===== config.mk =====
export PLATFORM = sky130hd
export DESIGN_NAME = if_stage
export DESIGN_NICKNAME = d
export VERILOG_FILES = /design/src/rtl/if_stage.sv
export SDC_FILE = /design/constraint.sdc
export NUM_CORES = 1
export LEC_CHECK = 0
export CORE_MARGIN = 2
export CORE_UTILIZATION = 46
export DETAILED_ROUTE_END_ITERATION = 8
export PLACE_DENSITY = 0.78
export SETUP_SLACK_MARGIN = 0.5
export SLEW_MARGIN = 40
export SYNTH_ARGS = -nofsm -noshare
export SYNTH_HDL_FRONTEND = slang
export SYNTH_SLANG_ARGS = --single-unit

===== constraint.sdc =====
create_clock -name clk -period 4.22 [get_ports clk]
set_clock_uncertainty 0.05 [all_clocks]
set_input_delay 0.422 -clock clk [delete_from_list [all_inputs] [get_ports clk]]
set_output_delay 0.422 -clock clk [all_outputs]
set_load 0.01 [all_outputs]

===== src/rtl/if_stage.sv =====
// if_stage -- instruction fetch stage with PC register, pending-branch
// capture, IF/ID pipeline register and a hold buffer for the SRAM data.
//
// Optional feature macro: IF_ADEL_EN
//   defined   : misaligned PCs suppress the SRAM read and raise if_adel in
//               step with the IF/ID register; the instruction is zeroed.
//   undefined : if_adel is tied low and fetch ignores pc_r[1:0].
//
// Ports
//   clk             in   clock, all state on posedge
//   rst             in   asynchronous active-low reset
//   stall[5:0]      in   stall[0] holds PC, stall[1] holds IF/ID register
//   br_bus[32:0]    in   {br_e, br_addr[31:0]} redirect from decode
//   inst_sram_en    out  SRAM read enable
//   inst_sram_wen   out  SRAM byte write enables (always 0)
//   inst_sram_addr  out  SRAM address (the PC register)
//   inst_sram_wdata out  SRAM write data (always 0)
//   inst_sram_rdata in   SRAM read data, one cycle after an enabled address
//   if_to_id_bus    out  registered {ce, pc[31:0]} for decode
//   inst_to_id      out  instruction matching if_to_id_bus
//   if_adel         out  registered fetch-address-error flag

module if_stage (
  input  logic        clk,
  input  logic        rst,
  input  logic [5:0]  stall,
  input  logic [32:0] br_bus,
  output logic        inst_sram_en,
  output logic [3:0]  inst_sram_wen,
  output logic [31:0] inst_sram_addr,
  output logic [31:0] inst_sram_wdata,
  input  logic [31:0] inst_sram_rdata,
  output logic [32:0] if_to_id_bus,
  output logic [31:0] inst_to_id,
  output logic        if_adel
);

  localparam logic [31:0] PC_RESET = 32'hBFBF_FFFC;

  logic        br_e;
  logic [31:0] br_addr;
  logic [31:0] pc_r;
  logic        ce_r;
  logic        pend_v;
  logic [31:0] pend_addr;
  logic [31:0] next_pc;
  logic        buf_v;
  logic [31:0] inst_buf;
  logic        adel_r;

  // Only the two low stall bits concern this stage.
  logic unused_stall;
  assign unused_stall = &{1'b0, stall[5:2]};

  assign br_e    = br_bus[32];
  assign br_addr = br_bus[31:0];

  // A live branch beats a branch remembered during a stall, which beats
  // sequential fetch.
  always_comb begin
    next_pc = pc_r + 32'd4;
    if (br_e)
      next_pc = br_addr;
    else if (pend_v)
      next_pc = pend_addr;
  end

  always_ff @(posedge clk or negedge rst) begin
    if (!rst) begin
      pc_r <= PC_RESET;
      ce_r <= 1'b0;
    end else if (!stall[0]) begin
      pc_r <= next_pc;
      ce_r <= 1'b1;
    end
  end

  // A branch arriving while the PC is frozen would otherwise be lost; keep
  // the most recent one until the PC moves again.
  always_ff @(posedge clk or negedge rst) begin
    if (!rst) begin
      pend_v    <= 1'b0;
      pend_addr <= 32'h0;
    end else if (!stall[0]) begin
      pend_v <= 1'b0;
    end else if (br_e) begin
      pend_v    <= 1'b1;
      pend_addr <= br_addr;
    end
  end

  // IF/ID register: load when flowing, insert a bubble when only the PC is
  // stalled, hold when decode is stalled.
  always_ff @(posedge clk or negedge rst) begin
    if (!rst) begin
      if_to_id_bus <= 33'h0;
    end else if (!stall[1]) begin
      if (stall[0])
        if_to_id_bus <= 33'h0;
      else
        if_to_id_bus <= {ce_r, pc_r};
    end
  end

  // The SRAM re-reads the held PC during a decode stall, so the data that
  // belongs to the frozen IF/ID entry is captured on the first stalled edge.
  always_ff @(posedge clk or negedge rst) begin
    if (!rst) begin
      buf_v    <= 1'b0;
      inst_buf <= 32'h0;
    end else if (!stall[1]) begin
      buf_v <= 1'b0;
    end else if (!buf_v) begin
      buf_v    <= 1'b1;
      inst_buf <= inst_sram_rdata;
    end
  end

`ifdef IF_ADEL_EN
  always_ff @(posedge clk or negedge rst) begin
    if (!rst) begin
      adel_r <= 1'b0;
    end else if (!stall[1]) begin
      if (stall[0])
        adel_r <= 1'b0;
      else
        adel_r <= ce_r & (|pc_r[1:0]);
    end
  end

  assign inst_sram_en = ce_r & ~(|pc_r[1:0]);
`else
  assign adel_r       = 1'b0;
  assign inst_sram_en = ce_r;
`endif

  assign if_adel         = adel_r;
  assign inst_sram_wen   = 4'b0000;
  assign inst_sram_addr  = pc_r;
  assign inst_sram_wdata = 32'h0;

  always_comb begin
    inst_to_id = inst_sram_rdata;
    if (!if_to_id_bus[32] || adel_r)
      inst_to_id = 32'h0;
    else if (buf_v)
      inst_to_id = inst_buf;
  end

endmodule


==> key figures <==
Run status
  – Outcome: finished, final reports clean

Placed design
  – I/O Buffers: 166
  – GPL Wtd Cong: 0.865
  – Final HPWL DP: 11900 um

Timing
  – Worst-margin pin slew: 0.792 ns
  – Tmin final: 2.56 ns
  – Part of the cycle the worst path needs: 0.607
  – Unrepaired setup endpoints after global routing: false
  – Fmax: 390 MHz
  – Pins Over Slew Limit: 0
  – Final hold vios: 0
  – Sum Neg Setup Slack: 0 ns
  – Slew HR: 0.472
  – Final setup fails: 0

Setup path
  – Worst path slowest cell: dfrtp_4
  – Max stage delay on crit path: 0.79 ns
  – WP data required: 3.75 ns
  – Crit path capture type: output pin
  – WP buf/inv: 1
  – Worst Path Arrival: 2.09 ns
  – CP Launch Type: flip-flop
  – Worst path cell trace: mux2i_1 > nor2b_1 > clkdlybuf4s50_1
  – Crit-path max FO: 33
  – Setup CP Type: flip-flop to output pin
  – Crit path max-delay family: flip-flops

Synth
  – Cells after Synth: 690
  – Synth area leaders: dfrtp_1 37%, dfstp_2 10%, mux2_2 10%
  – Async S/R FF share, synth: 1.00
  – Sequential fraction of the synthesis area: 0.473
  – Most frequent cell after synthesis: dfrtp_1
  – Top FF cell, synth: dfrtp_1
  – Top cell type's share of synthesized area: 0.368
  – Cell variety after synth: 54
  – Synthesized area: 7060 sq um
  – Yosys reg bits: 132
  – Number of warnings issued by yosys: 0
  – EDFF count, synth: 0
  – Mean area per synthesized cell: 10.2 sq um
  – Synth cell count leaders: 104 x dfrtp_1, 65 x nand2_1, 64 x mux2_2
  – Post-synth top area cell: dfrtp_1

Clocking
  – Largest buffer count on any clock path: 2
  – Later-pin clock latency in the skew report: 0.42 ns
  – Clock-pin slew on the worst setup and hold paths: 0.06 ns
  – CTS tree: yes
  – Post-CTS Setup Bufs: 0
  – CTS buffer count: 17
  – Clock root buffer: clkbuf_16
  – Clock sink count: 132
  – Htree depth: 4

Detailed routing
  – Post-DRT Antenna Nets: 0
  – Via density: 5.45
  – Vias: 5636
  – Final WL: 17300 um
  – DR DRC count: 0
  – DRT Pass-1 Iters: 6
  – Drt wl/cell: 16.7 um
  – DRT iter0 DRCs: 559

Global route
  – First-pass GRT wire length: 27800 um
  – Initial antenna violation count: 0
  – GRT Total Usage: 0.217
  – Total gr overflow: 0
  – Vias in the first global route: 5192
  – Largest net degree at the start of global routing: 101

Cells and area
  – Ant diodes: 0
  – Util after Layout: 0.621
  – # nets final: 907
  – Share of layout cells above drive strength 1: 0.173
  – Area delta synth->final: 32.6%

Die
  – # IOs: 208
  – FP Rows: 45
  – Die Area: 16400 sq um
  – Core footprint: 15100 sq um
  – Die Span X: 128 um
  – Initial Util: 0.468
  – Die height: 128 um

Pwr
  – Peak VDD IR: 299 uV
  – Static Leak: 3.81 nW
  – PD cells: 432 nW/um^2

Job
  – Max cap viols: 0

Min path
  – Min-Delay Path Class: input pin to asynchronous set/reset pin
## what timing repair did
action,in CTS,in global routing
gates resized for setup,0,0
hold buffers,0,1
hold endpoints to repair,0,15
## logic make-up (layout without fill, tap and decap cells)
logic type,count (synthesis),in the layout,share of synthesized area
AOI/OAI and AO/OA,141,141,0.132
adders and majority gates,1,1,0.00177
buffers and inverters,94,214,0.0703
DFF,132,132,0.473
muxes,101,101,0.154
other,1,37,0.000531
and+or+nand+nor,220,220,0.168
## final cells by class
class                           count  area, sq um
Clock buffer                       19          453
Sequential cell                   132         3340
Timing Repair Buffer              178         1770
Clock inverter                     13          181
Multi-Input combinational cell    500         3370
Fill cell                        1269         5720
Tap cell                          188          235
Inverter                            4         15.0
## final timing paths
| kind | cells after the start | slack, ns | from | end |
|---|---|---|---|---|
| max | 3 | 1.66 | buf_v | inst_to_id[27] |
| min | 2 | 0.37 | rst | pend_addr[17] |
| max reg2reg | 4 | 1.84 | inst_sram_addr[10] | inst_sram_addr[25] |
| min reg2reg | 2 | 0.43 | if_to_id_bus[12] | if_to_id_bus[12] |
| max in group asynchronous | 4 | 2.62 | rst | if_to_id_bus[29] |
| min in group clk | 2 | 0.40 | stall[0] | if_to_id_bus[20] |
## cell usage in the layout, fill, tap and decap left out, types with 5 or more instances in the layout
| cell type | Yosys | final |
|---|---|---|
| dfrtp_1 | 104 | 102 |
| a22oi_1 | 17 | 17 |
| clkbuf_16 | 0 | 17 |
| buf_4 | 38 | 10 |
| nand2b_1 | 30 | 30 |
| o31ai_1 | 6 | 6 |
| o211ai_1 | 6 | 6 |
| clkdlybuf4s50_1 | 0 | 163 |
| a31oi_1 | 7 | 7 |
| dfstp_2 | 28 | 28 |
| o21ai_0 | 60 | 60 |
| a21oi_1 | 10 | 10 |
| and4_1 | 7 | 7 |
| nor2_1 | 18 | 18 |
| a221oi_1 | 5 | 5 |
| nor2b_1 | 34 | 34 |
| mux2i_1 | 37 | 37 |
| nor4_1 | 9 | 9 |
| nor3_1 | 11 | 10 |
| conb_1 | 1 | 37 |
| mux2_2 | 64 | 64 |
| nand2_1 | 65 | 65 |
| nand4_1 | 6 | 6 |
| nand3_1 | 15 | 15 |
## report_power, final
| group | switching (W) | leakage (nW) | internal (W) |
|---|---|---|---|
| Clock | 0.000553 | 0.309 | 0.00102 |
| Sequential | 0.000192 | 1.56 | 0.00148 |
| Combinational | 0.000348 | 1.94 | 0.000457 |
| Total | 0.00109 | 3.81 | 0.00295 |
## routing by layer
layer	global-route usage	up-vias	routed length [um]
li1	-	2694	-
met1	0.297	2683	7580
met2	0.335	238	8190
met3	0.0530	21	1220
met4	0.0808	0	299
met5	0	-	0
## metrics by stage
stage | instances | setup WS (ns) | hold WS (ns) | area [sq um] | total power [W]
finish | 1034 | 1.66 | 0.366 | 9370 | 0.00405
global route | 1034 | 1.55 | 0.371 | 9370 | 0.00424
CTS | 1032 | 1.54 | 0.00486 | 9330 | 0.00408
detailed placement | 1000 | 1.43 | 0.422 | 8690 | 0.00249
global placement | 1000 | 1.47 | 0.412 | 8680 | 0.00247
floorplan | 726 | 1.99 | 0.0764 | 7200 | 0.00208
## sequential cells by signal, indices dropped and copies added (netlist names)
register        count
buf_v               1
if_to_id_bus       33
inst_buf           32
inst_sram_addr     32
inst_sram_en        1
pend_addr          32
pend_v              1
Power figures use the tool's default switching activity.
